--- config.mk ---
export PLATFORM = sky130hd
export DESIGN_NAME = alu_issue_stage
export DESIGN_NICKNAME = d
export VERILOG_FILES = /design/src/rtl/mips_alu_pkg.sv /design/src/rtl/alu_ctrl_decode.sv /design/src/rtl/alu_issue_stage.sv
export SDC_FILE = /design/constraint.sdc
export NUM_CORES = 1
export LEC_CHECK = 0
export CORE_ASPECT_RATIO = 2
export CORE_MARGIN = 1
export CORE_UTILIZATION = 35
export DETAILED_ROUTE_END_ITERATION = 12
export HOLD_SLACK_MARGIN = 0.1
export PLACE_DENSITY = 0.81
export REMOVE_ABC_BUFFERS = 1
export SYNTH_ARGS = -nofsm -noshare
export SYNTH_HDL_FRONTEND = slang
export SYNTH_HIERARCHICAL = 1
export SYNTH_SLANG_ARGS = --single-unit
export TNS_END_PERCENT = 5
--- constraint.sdc ---
create_clock -name clk -period 1.2 [get_ports clk]
set_input_delay 0.24 -clock clk [delete_from_list [all_inputs] [get_ports clk]]
set_output_delay 0.24 -clock clk [all_outputs]
set_load 0.01 [all_outputs]
--- src/rtl/mips_alu_pkg.sv ---
// rtl/mips_alu_pkg.sv - shared ALU control codes, ALUOp/funct encodings and width defaults
package mips_alu_pkg;

  localparam int WIDTH_DEF = 32;
  localparam int CTR_W_DEF = 4;

  localparam logic [CTR_W_DEF-1:0] ALU_AND = 4'd0;
  localparam logic [CTR_W_DEF-1:0] ALU_OR  = 4'd1;
  localparam logic [CTR_W_DEF-1:0] ALU_ADD = 4'd2;
  localparam logic [CTR_W_DEF-1:0] ALU_SUB = 4'd6;
  localparam logic [CTR_W_DEF-1:0] ALU_SLT = 4'd7;

  localparam logic [1:0] ALUOP_ADD   = 2'b00;
  localparam logic [1:0] ALUOP_SUB   = 2'b01;
  localparam logic [1:0] ALUOP_RTYPE = 2'b10;
  localparam logic [1:0] ALUOP_OR    = 2'b11;

  localparam logic [5:0] FUNCT_ADD = 6'b100000;
  localparam logic [5:0] FUNCT_SUB = 6'b100010;
  localparam logic [5:0] FUNCT_AND = 6'b100100;
  localparam logic [5:0] FUNCT_OR  = 6'b100101;
  localparam logic [5:0] FUNCT_SLT = 6'b101010;

endpackage

--- src/rtl/alu_ctrl_decode.sv ---
// rtl/alu_ctrl_decode.sv - combinational ALUOp + funct to ALU control code decoder
module alu_ctrl_decode
  import mips_alu_pkg::*;
(
  input  logic [1:0]           aluop,
  input  logic [5:0]           funct,
  output logic [CTR_W_DEF-1:0] ctr,
  output logic                 illegal
);

  always_comb begin
    ctr     = ALU_ADD;
    illegal = 1'b0;
    case (aluop)
      ALUOP_ADD: ctr = ALU_ADD;
      ALUOP_SUB: ctr = ALU_SUB;
      ALUOP_OR:  ctr = ALU_OR;
      default: begin
        case (funct)
          FUNCT_ADD: ctr = ALU_ADD;
          FUNCT_SUB: ctr = ALU_SUB;
          FUNCT_AND: ctr = ALU_AND;
          FUNCT_OR:  ctr = ALU_OR;
          FUNCT_SLT: ctr = ALU_SLT;
          // Unsupported funct still issues as ADD so the slot is consumed.
          default: begin
            ctr     = ALU_ADD;
            illegal = 1'b1;
          end
        endcase
      end
    endcase
  end

endmodule

--- src/rtl/alu_issue_stage.sv ---
// rtl/alu_issue_stage.sv - two-stage elastic ALU issue/capture pipeline; ALU_ILLEGAL_TRAP_EN enables illegal-funct trapping
module alu_issue_stage
  import mips_alu_pkg::*;
#(
  parameter int WIDTH = WIDTH_DEF,
  parameter int CTR_W = CTR_W_DEF
) (
  input  logic             clk,
  input  logic             reset,
  input  logic             in_valid,
  output logic             in_ready,
  input  logic [1:0]       in_aluop,
  input  logic [5:0]       in_funct,
  input  logic [WIDTH-1:0] in_a,
  input  logic [WIDTH-1:0] in_b,
  output logic [WIDTH-1:0] alu_in1,
  output logic [WIDTH-1:0] alu_in2,
  output logic [CTR_W-1:0] alu_ctr,
  input  logic [WIDTH-1:0] alu_res,
  input  logic             alu_zero,
  output logic             out_valid,
  input  logic             out_ready,
  output logic [WIDTH-1:0] out_res,
  output logic             out_zero,
  output logic [CTR_W-1:0] out_ctr,
  output logic             out_illegal
);

  logic                 e_valid, w_valid;
  logic [WIDTH-1:0]     e_a, e_b, w_res;
  logic [CTR_W-1:0]     e_ctr, w_ctr;
  logic                 w_zero, w_ill;
  logic [CTR_W_DEF-1:0] dec_ctr;
  logic                 dec_ill;
  logic                 w_adv, e_adv, accept;

  alu_ctrl_decode u_decode (
    .aluop   (in_aluop),
    .funct   (in_funct),
    .ctr     (dec_ctr),
    .illegal (dec_ill)
  );

  assign w_adv    = !w_valid | out_ready;
  assign e_adv    = e_valid & w_adv;
  assign in_ready = !e_valid | w_adv;
  assign accept   = in_valid & in_ready;

`ifdef ALU_ILLEGAL_TRAP_EN
  logic e_ill;

  always_ff @(posedge clk) begin
    if (reset) begin
      e_ill <= 1'b0;
      w_ill <= 1'b0;
    end else begin
      if (accept) e_ill <= dec_ill;
      if (e_adv)  w_ill <= e_ill;
    end
  end
`else
  logic unused_ill;
  assign unused_ill = dec_ill;
  assign w_ill      = 1'b0;
`endif

  always_ff @(posedge clk) begin
    if (reset) begin
      e_valid <= 1'b0;
      w_valid <= 1'b0;
      e_a     <= '0;
      e_b     <= '0;
      e_ctr   <= '0;
      w_res   <= '0;
      w_zero  <= 1'b0;
      w_ctr   <= '0;
    end else begin
      if (accept) begin
        e_valid <= 1'b1;
        e_a     <= in_a;
        e_b     <= in_b;
        e_ctr   <= CTR_W'(dec_ctr);
      end else if (e_adv) begin
        e_valid <= 1'b0;
      end

      if (e_adv) begin
        w_valid <= 1'b1;
        w_ctr   <= e_ctr;
`ifdef ALU_ILLEGAL_TRAP_EN
        // A trapped op reports a clean zero result rather than the ADD output.
        w_res   <= e_ill ? '0 : alu_res;
        w_zero  <= e_ill ? 1'b0 : alu_zero;
`else
        w_res   <= alu_res;
        w_zero  <= alu_zero;
`endif
      end else if (out_ready) begin
        w_valid <= 1'b0;
      end
    end
  end

  assign alu_in1     = e_a;
  assign alu_in2     = e_b;
  assign alu_ctr     = e_ctr;
  assign out_valid   = w_valid;
  assign out_res     = w_res;
  assign out_zero    = w_zero;
  assign out_ctr     = w_ctr;
  assign out_illegal = w_ill;

endmodule

# == Word-level counts from Yosys, hierarchy flattened ==
# Cells that the tools add are included.
# totals
regBits,107
inputBits,109
output_inout_bits,108
# op_classes
n_eq_ne,6
n_mux,6
bitwise_logic,4
n_reduce_logical,5
# ops
operator,count
equality test 6 bit (second input constant),4
case mux 3 bit (4 select lines),1
case mux 4 bit (3 select lines),1
2-to-1 mux 1 bit,4
nonzero test 2 bit,2
bitwise AND 1 bit,2
equality test 2 x 1 -> 1 bit (second input constant),1
equality test 2 bit (second input constant),1
logical NOT 1 bit,2
logical NOT 2 bit,1
OR 1 bit,2

# == Longest topological paths before layout ==
# Gate-level depths: netlist (run 1).
# logic_depth
ltp_word,5
depth_mapped,6

# == Cells and area by module ==
# The synthesis (run 1) kept the hierarchy.
# by_module_without_submodules
module,n_inst,cells_per_inst,area_each_um2,seq_area_each_um2
alu_issue_stage,1,475,4513.1,2142.1
alu_ctrl_decode,1,17,118.9,0.0

# == Worst setup path before layout (run 1) ==
# OpenSTA, ideal clock, no wires.
# synth_path
path_type,register to register
from,"reg w_valid, in the netlist out_valid"
to,"reg e_a[10], in the netlist alu_in1[10]"
setup_time_ns,0.072
arrival_time_ns,1.193
required_ns,1.128
path_slack_ns,-0.065
stages_incl_launch_ff,7
path_buffers,3
period_less_slack_ns,1.265
cell_sequence,dfxtp_1 > nor2b_4 > a21boi_2 > buf_6 > buf_6 > buf_6 > mux2i_1
# synth_via
elab_chain_len,4
# synth_rtl
element,line_no,rtl
start: declaration,alu_issue_stage.sv:29,"logic e_valid, w_valid;"
start signal: assignment,alu_issue_stage.sv:70,w_valid <= 1'b0;
start signal: assignment,alu_issue_stage.sv:88,w_valid <= 1'b1;
start signal: assignment,alu_issue_stage.sv:99,w_valid <= 1'b0;
logical NOT 1 bit,alu_issue_stage.sv:44,assign w_adv = !w_valid | out_ready;
OR 1 bit,alu_issue_stage.sv:44,
OR 1 bit,alu_issue_stage.sv:46,assign in_ready = !e_valid | w_adv;
bitwise AND 1 bit,alu_issue_stage.sv:47,assign accept = in_valid & in_ready;
end signal: assignment,alu_issue_stage.sv:80,e_a <= in_a;
end: declaration,alu_issue_stage.sv:30,"logic [WIDTH-1:0] e_a, e_b, w_res;"
# No other way between the ends.
# A chain may end at the register's enable or synchronous reset.

# == Worst setup path in the final report (run 1) ==
# layout_path
from,"reg w_valid, in the netlist out_valid"
to,"reg e_b[28], in the netlist alu_in2[28]"
# layout_via
elab_chain_len,4
# layout_rtl
element,line_no,rtl
logical NOT 1 bit,alu_issue_stage.sv:44,
OR 1 bit,alu_issue_stage.sv:44,
OR 1 bit,alu_issue_stage.sv:46,
bitwise AND 1 bit,alu_issue_stage.sv:47,
end signal: assignment,alu_issue_stage.sv:81,e_b <= in_b;
end: declaration,alu_issue_stage.sv:30,
# No other way between the ends.

==> results of run 1 <==
sequential cells by signal, indices dropped and copies added, names as in the netlist:
| name | count |
|---|---|
| e_valid | 1 |
| out_ctr | 4 |
| out_zero | 1 |
| out_valid | 1 |
| alu_in2 | 32 |
| alu_ctr | 4 |
| alu_in1 | 32 |
| out_res | 32 |
worst paths after layout:
check                                 from  depth (start not counted)           to
worst max-delay path             out_valid                          6  alu_in2[28]
worst max register to register   out_valid                          6  alu_in2[28]
worst min-delay path                 reset                          3  out_res[13]
worst min register to register  out_res[6]                          2   out_res[6]
power by group through the flow:
stage	sequential [W]	clock, W	combinational (W)
after floorplan	0.00405	0	0.000462
after global placement	0.00395	0	0.00152
after detailed placement	0.00395	0	0.00156
after CTS	0.00387	0.00322	0.00149
after global routing	0.00390	0.00338	0.00160
final	0.00388	0.00313	0.00149
through the flow:
| step | hold WS, ns | instances | cell area, um2 | setup WS [ns] | total power, W |
|---|---|---|---|---|---|
| 5_1_grt | 0.395 | 852 | 7150 | -0.277 | 0.00888 |
| 3_5_place_dp | 0.467 | 828 | 6940 | -0.594 | 0.00552 |
| 2_1_floorplan | 0.309 | 443 | 4370 | -2.75 | 0.00451 |
| 4_1_cts | 0.394 | 847 | 7290 | -0.214 | 0.00859 |
| 6_report | 0.389 | 852 | 7150 | -0.206 | 0.00850 |
| 3_3_place_gp | 0.457 | 828 | 6940 | -0.606 | 0.00547 |
cell usage in the layout (no fill, tap or decap), types with 6 or more instances in the layout:
cell type,n
dfxtp_1,94
nand3_1,37
clkbuf_2,62
a21oi_1,39
buf_4,12
mux2i_1,67
buf_12,6
clkdlybuf4s15_1,21
o21ai_0,38
clkdlybuf4s50_1,106
clkbuf_16,13
clkdlybuf4s15_2,17
dfxtp_2,13
nand2b_1,137
repair_timing:
item | 4_1_cts | 5_1_grt
resized for setup | 212 | 108
endpoints found under the setup margin | 212 | 200
cloned | 1 | 5
setup buffers | 2 | 0
pin swaps | 1 | 0
layout make-up:
class / count / area [um2] / share of cell area
Timing Repair Buffer: 241 / 2240 / 0.313
Multi-Input combinational cell: 334 / 2230 / 0.312
Sequential cell: 107 / 2160 / 0.302
Clock buffer: 10 / 239 / 0.0334
Tap cell: 152 / 190 / 0.0266
Clock inverter: 6 / 78.8 / 0.0110
Inverter: 2 / 7.51 / 0.00105
routing by layer:
layer  global-route usage  part of all wire  vias up  wire length (um)
met4               0.0697             0.018        0               241
met3               0.0412             0.046       16               606
met2                0.361              0.58      140              7640
met5                    0                 0        -                 0
met1                0.178              0.36     1930              4800
li1                     -                 -     2035                 -
worst reg2reg max path, stage by stage, from the launching register on:
cell and delay (ns):
dfxtp_2 0.32, nor2b_4 0.13, buf_6 0.14, a21boi_4 0.15, buf_12 0.19, clkbuf_16 0.18, mux2i_1 0.20
==> results by stage, run 1 <==
Timing:
- Based on the critical path, the design can be clocked at up to 711 MHz.
- The worst-case clock skew is 0.0102 ns.
- The fraction of the cycle the final worst path needs is 1.17.
- Setup repair after global routing could not meet its margin everywhere.
- Setup violations remaining at the end of the flow were counted as 106.
- The hold violation total from the final report is 0.
- The max-slew violation count is 0.
- The final worst slack is -0.206 ns.
- Setup total negative slack on the finished layout was measured at -12.68 ns.
- The worst path in the final design needs a cycle of 1.41 ns, including I/O delays and setup.

Detailed routing:
- The number of nets still failing antenna checks after routing is 0.
- Detailed routing inserted a total of 4121 vias.
- Summed over all layers, the routed wires come to 13300 um.
- In the final routed layout, each cell accounts on average for 15.6 um.
- Dividing the detail-routed via count by the number of cells gives 4.84.
- In the routed design, unresolved DRC markers number 0.
- The detailed router finished its first iteration with 163 violations.
- Before antenna repair, the detailed router went through 6 iterations.

Placed design:
- Once detailed placement completed, the half-perimeter wirelength came to 9580 um.
- Buffers placed on the I/O ports in this run total 215.
- The last weighted congestion value of the routability-driven placer is 0.778.

Layout:
- The final-stage net count is 804.
- In the final layout, the share of cells above drive strength 1 is 0.210.
- The core utilization of the finished layout is 0.553.
- The number of fill cells in the layout is 1127.
- The relative area change from synthesis to final layout is 55.1%.
- 0 antenna diodes ended up in the layout.

Worst setup path:
- Traced cell by cell, the critical path runs through nor2b_4, buf_6, a21boi_4, buf_12, clkbuf_16, mux2i_1.
- In this run the worst path has a maximum fanout of 10.
- In this design, the stage delay of the slowest critical-path cell is 0.32 ns.
- The worst path required time is 1.46 ns.
- The endpoint class of the critical path is a flop.
- The arrival time of data at the critical path endpoint is 1.66 ns.
- The internal reg-to-reg setup slack is -0.21 ns.
- The sum of buffers and inverters on the critical path is 3.
- The cell type group with the largest total delay on the critical path is buffers and inverters.
- The largest individual stage delay along the critical path comes from the cell dfxtp_2.
- The critical path is of the flop to flop type.
- The worst setup path is launched from a flop.

Global route:
- The number of antenna violations at the first check in global routing was 0.
- The combined global-route utilization of all metal layers is 0.182.
- The number of global-route vias before repair is 4161.
- The overflow left after global routing is 0.
- The global-route wire length before repair is 19900 um.
- Entering global routing, the biggest net connects 91 pins.

Floorplan:
- In this run the standard cell core region covers 12900 um2.
- The initial utilization of the core area, before any placement, comes to 0.357.
- From left edge to right edge, the die measures 83.1 um.
- The number of cell rows is 59.
- The count of pins on the block boundary is 217.
- The area enclosed by the die boundary is 13700 um2.
- The die is 164 um tall.

Run:
- Across the run, the number of max-cap violations was 0.

Clock tree:
- CTS saw 107 sinks.
- Clock-pin slew was measured on the worst setup and hold paths at 0.08 ns.
- Clock latency on the worst-skew pair, taken at its later pin, is 0.34 ns.
- The number of levels the H-tree was split into is 3.
- The count of hold-fix buffers inserted at cts is 0.
- The CTS root buffer is clkbuf_16.
- The worst-case clock buffer depth is 2.
- The TritonCTS clock tree is built.
- The number of clock buffers added by TritonCTS is 9.

Synthesis:
- For this run, the number of Yosys warnings is 6.
- A synthesized cell averages 9.44 um2.
- The number of cells produced by synthesis is 488.
- The mapped netlist covers 4610 um2.

Worst hold path:
- The min-delay analysis places its worst path in the category input pin to flop.

Power and ir drop:
- The part of the total power dissipated in sequential elements is 0.457.
- The analysis attributes to net switching a power of 0.00214 W.
- Of the total power, combinational logic draws 0.175.
- The clock network fraction of total power is 0.368.
- The worst-case IR drop observed on VDD is 0.980 mV.
- In this run the static leakage power is 2.99 nW.
- The switching power as a share of total power is 0.252.
- Internal power comes to 0.00636 W.
- Power spread over the standard cell area amounts to 1190 nW/um2.

Run status:
- The checks that failed: negative setup slack.
- The run finished, with violations left.
No activity file was read; power rests on OpenSTA's default activity.
==> run 2, diff against run 1 <==
Settings changed: SETUP_SLACK_MARGIN set to 0.4.
==> results by stage, run 2 (synthesis results as in run 1) <==
Clock tree:
- The clock passes through at most 2 buffers.
- The clock net in this run drives a total of 107 sinks.
- The clock-pin slew on the worst setup and hold paths is 0.08 ns.
- The number of levels the H-tree was split into is 3.
- The count of hold-fix buffers inserted at cts is 0.
- The TritonCTS clock tree is built.
- For the worst-skew pair, the clock arrives at the later sink with an insertion delay of 0.35 ns.
- Clock tree synthesis inserted a total of 9 buffers.
- The CTS root buffer is clkbuf_16.

Worst setup path:
- The count of cells along the worst register-to-register path is 7.
- The sum of buffers and inverters on the critical path is 4.
- In this run the number of cells on the critical path is 7.
- The critical path endpoint is alu_in1[5].
- The end of the worst register-to-register path is alu_in1[5].
- STA classifies the critical path startpoint as a flop.
- Of all nets on the critical path, the largest fanout is 6.
- The critical path in this run is classified as flop to flop.
- The critical path goes through nor2b_4, buf_6, a21boi_4, buf_12, buf_8, buf_16, mux2i_2.
- The largest incremental delay on the critical path is 0.33 ns.
- The worst setup path startpoint is out_valid.
- The internal reg-to-reg setup slack is -0.22 ns.
- The arrival time of data at the critical path endpoint is 1.68 ns.
- STA classifies the critical path endpoint as a flop.
- The slowest cell on the critical path is dfxtp_2.
- The startpoint identified for the worst register-to-register timing path is out_valid.
- The worst path required time is 1.46 ns.
- Among cell families on the critical path, the largest total delay comes from buffers and inverters.

Global route:
- The first global-routing pass estimated 20400 um of wire.
- The number of antenna violations at the first check in global routing came to 0.
- The number of global-route vias before repair is 4241.
- Entering global routing, the biggest net connects 91 pins.
- Global routing finished with a remaining overflow of 0.
- The combined global-route utilization of all metal layers is 0.187.

Placed design:
- Detailed placement ended at an HPWL of 9580 um.
- The number of placed instances, taps included, is 828.
- In this run the tool buffered the top-level ports with 215 buffer cells.
- The last weighted congestion value of the routability-driven placer is 0.778.

Floorplan:
- The core region is 12900 um2.
- The width of the chip is 83.1 um.
- The count of pins on the block boundary is 217.
- The area enclosed by the die boundary is 13700 um2.
- For this configuration, the core starts out at a cell density of 0.357.
- The die boundary height is 164 um.
- The number of cell rows is 59.

Timing:
- Setup violations remaining at the end of the flow were counted as 107.
- The hold violation total from the final report is 0.
- The max-slew violation count is 0.
- Setup repair after global routing could not meet its margin everywhere.
- The worst-case clock skew is 0.0114 ns.
- The fraction of the cycle the final worst path needs is 1.19.
- Static timing analysis puts the maximum clock frequency at 703 MHz.
- Subtracting the final worst setup slack from the clock period gives 1.42 ns.
- The final worst slack is -0.223 ns.
- Final hold analysis gives a worst-case slack of 0.382 ns.

Layout:
- The fraction of layout instances using a drive strength above 1 is 0.266.
- The number of fill cells in the layout is 1097.
- From synthesis to final layout, the design area changed by 61.3%.
- The antenna diode count is 0.
- The library cell used most frequently in the layout, excluding fill and tap cells, is nand2b_1.
- The final-stage net count is 811.
- After the flow finishes, the layout carries non-filler instances totaling 859.
- In the layout the commonest cells are nand2b_1, clkdlybuf4s50_1, dfxtp_1, mux2i_1, buf_2.

Run status:
- The checks that failed: negative setup slack.
- The run finished, with violations left.

Detailed routing:
- The final wirelength is 13400 um.
- The via density per instance is 4.88.
- After detailed routing, the average wire length per cell comes to 15.6 um.
- The total number of vias is 4191.
- In the routed design, unresolved DRC markers number 0.
- The number of violations reported at the end of detailed-routing iteration 0 is 204.
- In this run the remaining antenna-violating nets after routing total 0.
- The length of the first detailed-routing pass in iterations is 4.

Worst hold path:
- The type of the most critical hold path is input pin to flop.

Power and ir drop:
- The static power due to leakage is 3.09 nW.
- For this design the ratio of total power to cell area is 1160 nW/um2.
- VDD sags by at most 0.972 mV.
- The final total power is 0.00863 W.

Run:
- The number of max-cap violations is 0.
run 2: changes by cell type in the layout (fill, tap and decap cells not counted), sizes merged:
cell / delta
dlygate4sd2: -2
clkbuf: -64
buf: +78
clkdlybuf4s15: -5
run 2: metrics by stage:
step | setup TNS, ns | area [um2] | utilization | setup WS, ns
floorplan | -205.87 | 4370 | - | -2.75
global placement | -43.29 | 6940 | 0.537 | -0.606
detailed placement | -45.73 | 6940 | 0.537 | -0.594
CTS | -12.37 | 7330 | 0.567 | -0.204
global route | -19.85 | 7430 | 0.575 | -0.264
finish | -13.82 | 7430 | 0.575 | -0.223
run 2: worst reg2reg max path, delay by kind of cell (launching register included):
kind                   cells  cell delay, ns
buffers and inverters      4            0.53
flip-flops                 1            0.33
AND/OR/NAND/NOR            1            0.13
multiplexers               1            0.21
AO/OA/AOI/OAI              1            0.14
run 2: cell type report:
type,count,area (um2),area share
Timing Repair Buffer,248,2500,0.337
Multi-Input combinational cell,334,2240,0.301
Sequential cell,107,2170,0.292
Clock buffer,10,239,0.0322
Tap cell,152,190,0.0256
Clock inverter,6,78.8,0.0106
Inverter,2,7.51,0.00101
run 2: worst min-delay path by stage:
| stage | to | startpoint | cells past startpoint |
|---|---|---|---|
| after global placement | alu_in2[22] | alu_in2[22] | 2 |
| after detailed placement | out_res[6] | out_res[6] | 2 |
| after floorplan | out_ctr[0] | reset | 1 |
| final | out_res[13] | reset | 3 |
| after CTS | out_res[13] | reset | 3 |
| after global routing | out_res[5] | reset | 3 |
run 2: repair_timing:
action / 4_1_cts / 5_1_grt
setup endpoints to repair: 214 / 214
setup buffers: 10 / 0
gates cloned: 3 / 2
resized for setup: 426 / 42
pin swaps: 1 / 1
run 2: where the power goes:
| group | internal [W] | switching (W) | total [W] |
|---|---|---|---|
| combinational | 0.000965 | 0.000631 | 0.00160 |
| sequential | 0.00377 | 0.000127 | 0.00389 |
| clock | 0.00173 | 0.00141 | 0.00314 |
| total | 0.00646 | 0.00217 | 0.00863 |
run 2: layer usage:
metal,routed length [um],part of all wire,GRT usage
met1,4730,0.35,0.182
met2,7710,0.58,0.374
met3,675,0.050,0.0432
met4,263,0.020,0.0721
met5,0,0,0
==> RTL change, RTL diff (config.mk and constraints of run 2) <==
The package constant `WIDTH_DEF` goes from 32 to 16.
--- a/src/rtl/mips_alu_pkg.sv
+++ b/src/rtl/mips_alu_pkg.sv
@@ -1,7 +1,7 @@
 // rtl/mips_alu_pkg.sv - shared ALU control codes, ALUOp/funct encodings and width defaults
 package mips_alu_pkg;
 
-  localparam int WIDTH_DEF = 32;
+  localparam int WIDTH_DEF = 16;
   localparam int CTR_W_DEF = 4;
 
   localparam logic [CTR_W_DEF-1:0] ALU_AND = 4'd0;
Interface: changed (6 resized); port bits go from 217 to 121. The function was not compared with the original's and may differ.
==> RTL change against run 2 <==
The flow still finishes with violations (setup timing). Synthesized area decreased by 43%. Core utilization decreased by 0.24 points. Global-route usage decreased by 0.77 points. Setup slack improved by 0.16 ns. Synthesized cell count decreased by 43%. Cell area decreased by 44%. Total power decreased by 40%. Sequential cell count decreased by 48. Routed wire length decreased by 50%. First-iteration DRC count decreased by 63%.
==> RTL change: results (changes against run 2) <==
| Metric | Value |
|---|---|
| Root buffer cell | clkbuf_16 |
| Final wirelength | 6660 microns (-50%) |
| Largest net degree at the start of global routing | 55 (-40%) |
| Layout cells sized above 1 | 29.9% (+3.3 points) |
| Ant. Diodes | 0 (unchanged) |
| Maximum fanout along the worst path | 17 (+11) |
| First-pass GRT wire length | 10900 microns (-47%) |
| Port Buf Inserts | 119 (-45%) |
| Slowest CP cell | dfxtp_2 |
| Syn Inst Count | 276 (-43%) |
| Setup Slack @ Placement | -0.508 ns (+0.0855 ns) |
| DRT Pass-1 Iters | 6 (+2) |
| Area after DPL | 3930 sq um (-43%) |
| Reg clk slew, reported paths | 0.05 ns (-0.03 ns) |
| Syn. warnings | 6 (unchanged) |
| Initial DRC count | 75 (-63%) |
| Initial antenna violation count | 0 (unchanged) |
| GRT Util Overall | 18.0% (-0.77 points) |
| Final GP Congestion | 0.775 (-0.35%) |
| Failing checks | setup timing |
| Switch share | 23.4% (-1.7 points) |
| Delay-heaviest family, CP | flip-flops |
| P_leak | 1.76 nW (-43%) |
| Hpwl dp | 4820 microns (-50%) |
| H-tree depth | 3 (unchanged) |
| Num CTS Buffers | 9 (unchanged) |
| Clock Latency Late Sink | 0.32 ns (-0.03 ns) |
| Cell count after placement | 477 (-42%) |
| Vias per cell | 4.74 (-2.8%) |
| Nets | 460 (-43%) |
| Slowest stage delay, CP | 0.32 ns |
| Setup TNS | -1.43 ns (+12.39 ns) |
| Status | complete, but fails checks |
| Post-route clock skew | 0.00373 ns (-0.00768 ns) |
| Final std cells w/o fill | 494 (-42%) |
| Clock buffer depth | 2 (unchanged) |
| Vias in the first global route | 2382 (-44%) |
| Hold Path Class | in2reg |
| Fin worst setup slack | -0.0673 ns (+0.156 ns) |
| VDD IR max | 0.674 mV (-31%) |
| Final setup violating endpoints | 40 (-63%) |
[RTL change: final cells by class]
type                            count  area, sq um
Tap cell                           92          115
Clock inverter                      4         20.0
Multi-Input combinational cell    190         1280
Timing Repair Buffer              136         1290
Timing Repair inverter              1         7.51
Inverter                            2         11.3
Clock buffer                       10          229
Fill cell                         663         3110
Sequential cell                    59         1210
[RTL change: path summary, 6_finish.rpt]
check | startpoint | to | slack (ns) | cells past startpoint
setup / recovery | out_valid | alu_in1[15] | -0.07 | 5
hold / removal | reset | out_res[10] | 0.33 | 3
setup reg to reg | out_valid | alu_in1[15] | -0.07 | 5
hold reg to reg | alu_in2[13] | alu_in2[13] | 0.47 | 2
[RTL change: per-layer routing]
metal	GRT usage (%)	wire [microns]
met5	0	0
met3	1.92	279
met2	34.3	3830
met1	16.8	2300
met4	13.1	246
[RTL change: what timing repair did]
item / 4_1_cts / 5_1_grt
endpoints found under the setup margin: 118 / 118
gates resized for setup: 288 / 13
buffers inserted: 2 / 0
cloned: 1 / 0
[RTL change: worst reg2reg max path, stage by stage (launching register included)]
cell and delay (ns):
dfxtp_2 0.32, nor2b_4 0.13, buf_6 0.12, a21boi_4 0.21
buf_12 0.20, mux2i_1 0.22
[RTL change: power groups by stage]
stage / sequential [mW] / combinational, mW / clock, mW
3_5_place_dp: 2.17 / 0.874 / 0
6_report: 2.15 / 0.844 / 2.15
3_3_place_gp: 2.17 / 0.858 / 0
2_1_floorplan: 2.23 / 0.249 / 0
5_1_grt: 2.16 / 0.907 / 2.31
4_1_cts: 2.15 / 0.846 / 2.22
